**src/rtl/led_flow_decoder_if.sv**
```systemverilog
// rtl/led_flow_decoder_if.sv - LED bus interface between flow-light controller and decoder
//   led_in     8  observed one-hot LED pattern, bit i = LED i
//   sample_en  1  one-cycle strobe marking cycles in which led_in is evaluated
//   modports: master drives the bus, slave observes it
interface led_flow_decoder_if;
  logic [7:0] led_in;
  logic       sample_en;

  modport master (output led_in, output sample_en);
  modport slave  (input  led_in, input  sample_en);
endinterface

```
**src/rtl/led_flow_decoder.sv**
```systemverilog
// rtl/led_flow_decoder.sv - receive-side decoder for the 8-bit running-light bus
//   clk        in   system clock, rising edge
//   rst_n      in   synchronous active-low reset
//   bus        in   led_flow_decoder_if.slave (led_in, sample_en)
//   clr        in   synchronous clear back to IDLE, discards a coincident sample
//   pos        out  index of the lit LED in the last legal sample
//   pos_valid  out  pos holds a decoded value
//   dir        out  0 = shifting up, 1 = shifting down
//   dir_valid  out  dir has been established
//   dir_chg    out  one-cycle pulse on direction reversal
//   step_cnt   out  saturating count of legal steps since IDLE
//   err        out  sticky error flag
//   err_code   out  0 none, 1 not one-hot, 2 illegal jump
//   Optional: define LED_DEC_SYNC_EN to pass led_in through a 2-flop
//   synchronizer with sample_en delayed to match (latency 3 clk).
module led_flow_decoder #(
  parameter int CNT_W = 16
) (
  input  logic                  clk,
  input  logic                  rst_n,
  led_flow_decoder_if.slave     bus,
  input  logic                  clr,
  output logic [2:0]            pos,
  output logic                  pos_valid,
  output logic                  dir,
  output logic                  dir_valid,
  output logic                  dir_chg,
  output logic [CNT_W-1:0]      step_cnt,
  output logic                  err,
  output logic [1:0]            err_code
);

  typedef enum logic [1:0] {IDLE, LOCK, TRACK, ERR} state_t;

  logic [7:0] led_d;
  logic       en;

`ifdef LED_DEC_SYNC_EN
  logic [7:0] led_s1, led_s2;
  logic [1:0] en_d;

  // clr also flushes an in-flight strobe so a sample coincident with clr
  // stays discarded after the pipeline delay.
  always_ff @(posedge clk) begin
    if (!rst_n) begin
      led_s1 <= '0;
      led_s2 <= '0;
      en_d   <= '0;
    end else begin
      led_s1 <= bus.led_in;
      led_s2 <= led_s1;
      en_d   <= clr ? 2'b00 : {en_d[0], bus.sample_en};
    end
  end

  assign led_d = led_s2;
  assign en    = en_d[1];
`else
  assign led_d = bus.led_in;
  assign en    = bus.sample_en;
`endif

  state_t           state, state_n;
  logic [7:0]       prev, prev_n;
  logic [2:0]       pos_n;
  logic             pos_valid_n, dir_n, dir_valid_n, dir_chg_n, err_n;
  logic [CNT_W-1:0] step_cnt_n;
  logic [1:0]       err_code_n;

  logic [7:0] up_p, dn_p;
  logic       one_hot, is_up, is_dn;
  logic [CNT_W-1:0] cnt_inc;

  function automatic logic [2:0] enc(input logic [7:0] v);
    enc = '0;
    for (int i = 0; i < 8; i++)
      if (v[i]) enc = 3'(i);
  endfunction

  // Rotations make the 7->0 / 0->7 wrap a legal step in either direction.
  assign up_p    = {prev[6:0], prev[7]};
  assign dn_p    = {prev[0], prev[7:1]};
  assign one_hot = $onehot(led_d);
  assign is_up   = (led_d == up_p);
  assign is_dn   = (led_d == dn_p);
  assign cnt_inc = (step_cnt == {CNT_W{1'b1}}) ? step_cnt : step_cnt + CNT_W'(1);

  always_comb begin
    state_n     = state;
    prev_n      = prev;
    pos_n       = pos;
    pos_valid_n = pos_valid;
    dir_n       = dir;
    dir_valid_n = dir_valid;
    dir_chg_n   = 1'b0;
    step_cnt_n  = step_cnt;
    err_n       = err;
    err_code_n  = err_code;

    if (clr) begin
      state_n     = IDLE;
      prev_n      = '0;
      pos_n       = '0;
      pos_valid_n = 1'b0;
      dir_n       = 1'b0;
      dir_valid_n = 1'b0;
      step_cnt_n  = '0;
      err_n       = 1'b0;
      err_code_n  = 2'd0;
    end else if (en) begin
      case (state)
        IDLE: begin
          if (one_hot) begin
            state_n     = LOCK;
            prev_n      = led_d;
            pos_n       = enc(led_d);
            pos_valid_n = 1'b1;
          end else begin
            state_n    = ERR;
            err_n      = 1'b1;
            err_code_n = 2'd1;
          end
        end
        LOCK, TRACK: begin
          if (led_d == prev) begin
            state_n = state;
          end else if (is_up || is_dn) begin
            state_n     = TRACK;
            prev_n      = led_d;
            pos_n       = enc(led_d);
            dir_n       = is_dn;
            dir_valid_n = 1'b1;
            if (state == LOCK) begin
              step_cnt_n = CNT_W'(1);
            end else begin
              step_cnt_n = cnt_inc;
              dir_chg_n  = (is_dn != dir);
            end
          end else begin
            state_n    = ERR;
            err_n      = 1'b1;
            err_code_n = one_hot ? 2'd2 : 2'd1;
          end
        end
        default: state_n = ERR;
      endcase
    end
  end

  always_ff @(posedge clk) begin
    if (!rst_n) begin
      state     <= IDLE;
      prev      <= '0;
      pos       <= '0;
      pos_valid <= 1'b0;
      dir       <= 1'b0;
      dir_valid <= 1'b0;
      dir_chg   <= 1'b0;
      step_cnt  <= '0;
      err       <= 1'b0;
      err_code  <= 2'd0;
    end else begin
      state     <= state_n;
      prev      <= prev_n;
      pos       <= pos_n;
      pos_valid <= pos_valid_n;
      dir       <= dir_n;
      dir_valid <= dir_valid_n;
      dir_chg   <= dir_chg_n;
      step_cnt  <= step_cnt_n;
      err       <= err_n;
      err_code  <= err_code_n;
    end
  end

endmodule

```
**src/flat_wrapper.sv**
```systemverilog
// flat-port wrapper written by rule: the top's interface ports become plain ports
module led_flow_decoder_flat 
#(
  parameter int CNT_W = 16
)
  (clk, rst_n, clr, pos, pos_valid, dir, dir_valid, dir_chg, step_cnt, err, err_code, bus_led_in, bus_sample_en);
  led_flow_decoder_if bus_i ();
  input  logic clk;
  input  logic rst_n;
  input  logic clr;
  output logic [2:0] pos;
  output logic pos_valid;
  output logic dir;
  output logic dir_valid;
  output logic dir_chg;
  output logic [CNT_W-1:0] step_cnt;
  output logic err;
  output logic [1:0] err_code;
  input wire logic [$bits(bus_i.led_in)-1:0] bus_led_in;
  input wire logic [$bits(bus_i.sample_en)-1:0] bus_sample_en;
  assign bus_i.led_in = bus_led_in;
  assign bus_i.sample_en = bus_sample_en;
  led_flow_decoder #(.CNT_W(CNT_W)) u_core (.clk(clk), .rst_n(rst_n), .bus(bus_i), .clr(clr), .pos(pos), .pos_valid(pos_valid), .dir(dir), .dir_valid(dir_valid), .dir_chg(dir_chg), .step_cnt(step_cnt), .err(err), .err_code(err_code));
endmodule
```
**config.mk**
```make
export PLATFORM = sky130hd
export DESIGN_NAME = led_flow_decoder_flat
export DESIGN_NICKNAME = d
export VERILOG_FILES = /design/src/rtl/led_flow_decoder_if.sv /design/src/rtl/led_flow_decoder.sv /design/src/flat_wrapper.sv
export SDC_FILE = /design/constraint.sdc
export NUM_CORES = 1
export LEC_CHECK = 0
export ABC_AREA = 1
export CORE_MARGIN = 2
export CORE_UTILIZATION = 30
export CTS_BUF_LIST = sky130_fd_sc_hd__clkbuf_16
export DETAILED_ROUTE_END_ITERATION = 10
export PLACE_DENSITY = 0.49
export SETUP_SLACK_MARGIN = 0.2
export SLEW_MARGIN = 10
export SYNTH_ARGS = -nofsm -noshare
export SYNTH_HDL_FRONTEND = slang
export SYNTH_SLANG_ARGS = --single-unit
```
**constraint.sdc**
```tcl
create_clock -name clk -period 4.6 [get_ports clk]
set_input_delay 1.38 -clock clk [delete_from_list [all_inputs] [get_ports clk]]
set_output_delay 1.38 -clock clk [all_outputs]
set_load 0.005 [all_outputs]
```
# Yosys cells after proc, flatten, opt, wreduce, memory -nomap -nowiden
# Cells that the tools add are included.
[totals]
out_inout_bits = 26
inputBits = 12
register_bits = 36
[classes]
muxes = 30
n_eq_ne = 14
n_reduce_logical = 12
add_sub_neg = 8
n_bitwise = 5
[ops]
columns = ["cell", "n"]
rows = [
  ["$mux W16", 2],
  ["$eq A8 B8 Y1", 3],
  ["$mux W8", 3],
  ["$mux W3", 7],
  ["$add A16 B1 Y16 const B", 1],
  ["$eq A16 B16 Y1 const B", 1],
  ["$mux W2", 8],
  ["$pmux W8 S2", 1],
  ["$reduce_and A5 Y1", 3],
  ["$add A4 B4 Y4", 3],
  ["$add A1 B1 Y2", 4],
  ["$ne A2 B2 Y1 const B", 4],
  ["$pmux W2 S2", 2],
  ["$reduce_or A7 Y1", 1],
  ["$pmux W3 S2", 1],
  ["$mux W1", 5],
  ["$not A1 Y1", 5],
  ["$eq A4 B1 Y1 const B", 1],
  ["$ne A2 B1 Y1 const B", 2],
  ["$reduce_and A4 Y1", 1],
  ["$reduce_or A2 Y1", 2],
  ["$reduce_and A3 Y1", 1],
  ["$eq A2 B1 Y1 const B", 1],
  ["$eq A2 B2 Y1 const B", 1],
  ["other kinds (6)", 6],
]

# Depth between registers and ports, before layout
[depth]
ltp_word = 10
mapped_depth = 18

# Worst setup path after synthesis
# No wires, ideal clock.
[synth_path]
path_kind = "input to register"
start = "input bus_led_in[3]"
end = "register u_core.pos[1]"
path_stages = 18
arrival_time_ps = 4226
path_buffers = 2
path_slack_ps = 263
path_cell_list = "buf_2 inv_1 ha_1 inv_1 fa_1 fa_1 inv_1 ha_1 fa_1 nor2_1 nand2_1 inv_1 nor2_1 inv_1 clkbuf_1 nand4_1 nand2_1 nor2_1"
[synth_between]
elab_chain_cells = 8
word_cells_on_any_way = 21
[synth_rtl]
columns = ["element", "line", "rtl"]
rows = [
  ["from (decl)", "flat_wrapper.sv:19", "input wire logic [$bits(bus_i.led_in)-1:0] bus_led_in;"],
  ["branches (longest 8 deep; another with $add A4 B4 Y4)", "--", ""],
  ["to (signal assigned)", "led_flow_decoder.sv:165", "pos <= pos_n;"],
  ["to (decl)", "led_flow_decoder.sv:23", "output logic [2:0] pos,"],
]
# Parallel ways; which one is timed is not known. The select of a mux whose other input is x is not followed.
# A chain may end at the register's enable or synchronous reset.

# Worst setup path in the final report
[layout_path]
start = "input bus_led_in[0]"
end = "register u_core.prev[4]"
[layout_between]
elab_chain_cells = 6
word_cells_on_any_way = 12
[layout_rtl]
columns = ["element", "line", "rtl"]
rows = [
  ["$add A1 B1 Y2 (implied by the code)", "led_flow_decoder.sv:83", "assign one_hot = $onehot(led_d);"],
  ["$add A4 B4 Y4 (implied by the code) (2 in series)", "led_flow_decoder.sv:83", ""],
  ["$eq A4 B1 Y1", "led_flow_decoder.sv:83", ""],
  ["$ne A2 B1 Y1 (no line)", "--", ""],
  ["$reduce_and A5 Y1 (no line) *", "--", ""],
  ["to (signal assigned)", "led_flow_decoder.sv:164", "prev <= prev_n;"],
  ["to (decl)", "led_flow_decoder.sv:64", "logic [7:0] prev, prev_n;"],
]
# Mark *: on every way between the ends. The rest lies on a longest branch, timed or not.

==> impl_metrics.json <==
{
  "worst_hold_margin_ps": 448,
  "ys_ff_latch": 36,
  "post-dp-hpwl_mm": 5.26,
  "routed-via-count": 2680,
  "critPathCaptureType": "flip-flop",
  "instances_no_fill": 578,
  "post-cts-setup-buffer-count": 0,
  "worst_case_clock_buffer_depth": 2,
  "grt-ovfl-total": 0,
  "setup.worst_path.start_class": "input port",
  "layout-area-overhead-vs-synth_pct": 29.0,
  "total_design_power_mw": 0.936,
  "synth.lib_cells_used.distinct": 32,
  "final_net_count": 497,
  "timing.max_cap.violations": 0,
  "multi_input_area_sq_um": 1690,
  "clk_latency_ps": 280,
  "seqPwrFrac_pct": 35.4,
  "routedWlPerCell_um": 12.1,
  "critPathMaxFanout": 5,
  "grt_usage_pct": 15.1,
  "h-tree-depth": 2,
  "ant_nets": 0,
  "synth_area_sq_um": 2660,
  "vias_in_the_first_global_route": 2584,
  "outcome": "completed",
  "drc": 0,
  "fillers": 912,
  "finalClockSkew_ps": 10.4,
  "power-per-cell-area_nw_per_um2": 273,
  "totalWireLength_mm": 7.01,
  "ctsRootBufferMaster": "clkbuf_16",
  "die_area_sq_um": 9630,
  "i_o_buffers": 37,
  "viasPerCell": 4.64,
  "detailedRoute.firstPassIterationCount": 4,
  "p_sw_mw": 0.272,
  "cts-hold-fix-buffers": 0,
  "finalCritPeriodShare_pct": 92.4,
  "floorplan.core_area_sq_um": 8640,
  "period_minus_slack_ps": 4250,
  "gp_congestion": 0.891,
  "type_of_the_most_critical_hold_path": "flip-flop to flip-flop",
  "yosys_warnings": 0,
  "std_cell_rows": 34,
  "cts_num_sinks": 36,
  "sequential_cell_area_sq_um": 721,
  "ys.flop_type": "dfxtp_1",
  "first_pass_grt_wire_length_mm": 12.1,
  "timing.setup.tns_ps": 0,
  "report.final.slew_viol_count": 0,
  "worstMarginPinSlew_ps": 592,
  "yosysSeqAreaShare_pct": 27.1,
  "relSlewSlack_pct": 60.5,
  "clkTransAtPathRegs_ps": 60,
  "postSynthCellCount": 417,
  "async_reset_ff_share_pct": 0,
  "p_leak_nw": 1.40,
  "synth_area_per_cell_sq_um": 6.37,
  "die_boundary_width_um": 98.1,
  "number_of_antenna_violations_at_the_first_check_in_global_routing": 0,
  "critPathKind": "input port to flip-flop",
  "postPlaceCellArea_sq_um": 3240,
  "start_util_pct": 30.8,
  "share_of_final_layout_standard_cells_stronger_than_drive_strength_1_pct": 14.0,
  "mappedNetlistNets": 445,
  "pwr-share-comb_pct": 23.0,
  "internal_power_mw": 0.663,
  "drt_iter0_drc": 62,
  "synth_enable_flop_cells": 0,
  "fin_area_sq_um": 3430,
  "cp.required_ps": 4770,
  "ir_worst_vdd_mv": 0.184,
  "n_antenna_cell": 0,
  "fraction_of_power_spent_switching_nets_pct": 29.1,
  "io_pins": 38,
  "cts_made_buffers": 5,
  "die_height_um": 98.1,
  "setup-violations-final": 0,
  "rsz0062_at_grt": "no",
  "grt_start_max_net_pins": 19,
  "cts_tree": "done",
  "dp.cells": 569,
  "clock_power_share_pct": 41.6,
  "worst-endpoint-arrival_ps": 4420,
  "report.final.hold_viol_count": 0,
  "achievable_clock_frequency_mhz": 235
}
[critical path: stages]
cell	delay [ps]
dlygate4sd2_1	260
ha_2	180
fa_1	540
inv_1	60
fa_1	530
inv_1	40
ha_1	190
fa_1	480
nor2_1	40
nand2_1	70
inv_1	50
nor2_2	80
inv_2	60
nand3_4	110
clkinvlp_4	170
nor2_1	130
nor2_1	40
[cell families (layout without fill, tap and decap cells)]
family                     count (synthesis)  after routing  share of synthesized area [%]
DFF                                       36             36                           27.1
AOI/OAI and AO/OA                         30             30                           6.97
xor gates and xnor gates                  18             18                           5.93
and+or+nand+nor                          250            250                           41.2
adders and majority gates                 16             16                           8.66
buffers and inverters                     67            120                           10.1
[placed cells by master, fill, tap and decap left out, drive strengths merged, types with 4 or more instances in the layout]
cell,Yosys,routed
clkdlybuf4s50,0,31
dlygate4sd2,0,6
ha,12,12
xor2,5,5
fa,4,4
o21ai,4,4
nand2,126,126
nor3,6,6
xnor2,13,13
inv,55,56
nand4,14,14
clkbuf,4,5
dfxtp,36,36
nand3,29,29
a21oi,24,24
buf,7,18
nor2,69,69
[registers in the layout (all words and copies together), names as in the netlist, 2 cells and up]
| register | flops |
|---|---|
| u_core.step_cnt | 16 |
| u_core.prev | 8 |
| u_core.pos | 3 |
| u_core.err_code | 2 |
| u_core.state | 2 |
[power groups by stage]
stage / clock [mW] / combinational (mW) / sequential [mW]
after floorplan: 0 / 0.132 / 0.336
after global placement: 0 / 0.206 / 0.338
after detailed placement: 0 / 0.208 / 0.338
after CTS: 0.397 / 0.215 / 0.331
after global routing: 0.405 / 0.246 / 0.332
final: 0.389 / 0.215 / 0.331
[stage by stage]
| stage | util [%] | setup WS (ps) |
|---|---|---|
| after global routing | 39.7 | 205 |
| after detailed placement | 37.5 | -154 |
| after floorplan | - | 263 |
| after global placement | 37.5 | -129 |
| after CTS | 39.6 | 321 |
| final | 39.7 | 349 |
[worst paths after layout]
| kind | start | to | slack (ps) | cells past startpoint |
|---|---|---|---|---|
| setup / recovery | bus_led_in[0] | u_core.prev[4]$_SDFFE_PP0P_ | 350 | 17 |
| hold / removal | u_core.err$_SDFFE_PP0P_ | u_core.err$_SDFFE_PP0P_ | 450 | 2 |
| setup reg to reg | u_core.state[1]$_SDFFE_PP0P_ | u_core.step_cnt[5]$_SDFFE_PP0P_ | 2280 | 9 |
| hold reg to reg | u_core.err$_SDFFE_PP0P_ | u_core.err$_SDFFE_PP0P_ | 450 | 2 |
[final cells by class]
cell class,instances,area share [%]
clock buffers,5,3.65
clock inverters,3,1.13
inverters,56,6.13
multi-input cells,314,49.4
flip-flops and latches,36,21.0
well taps,108,3.94
repair buffers,55,14.5
repair inverters,1,0.219
[synthesized netlist by cell type (3+ instances only)]
cell,n,area (sq um)
nand2_1,119,447
nor2_1,65,244
inv_1,43,161
dfxtp_1,36,721
nand3_1,29,145
a21oi_1,16,80.1
nand4_1,13,81.3
xnor2_1,13,114
ha_1,12,150
inv_2,12,45.0
a21oi_2,8,70.1
nor3_1,6,30.0
buf_2,5,25.0
nand2_2,5,31.3
xor2_1,5,43.8
clkbuf_1,4,15.0
fa_1,4,80.1
nor2_4,3,33.8
o21ai_0,3,15.0
[layer usage]
layer | GRT usage [%] | wire length (um) | up-vias
met5 | 0 | 0 | -
met4 | 2.24 | 25 | 0
met3 | 2.86 | 220 | 4
met2 | 26.6 | 3380 | 42
met1 | 19.7 | 3390 | 1220
li1 | - | - | 1414
[repair_timing]
item	CTS	global route
setup endpoints to repair	13	5
gates resized for setup	13	2
gates cloned	1	0
endpoints found under the hold margin	0	0
pin swaps	2	4
(Power assumes the default switching activity.)
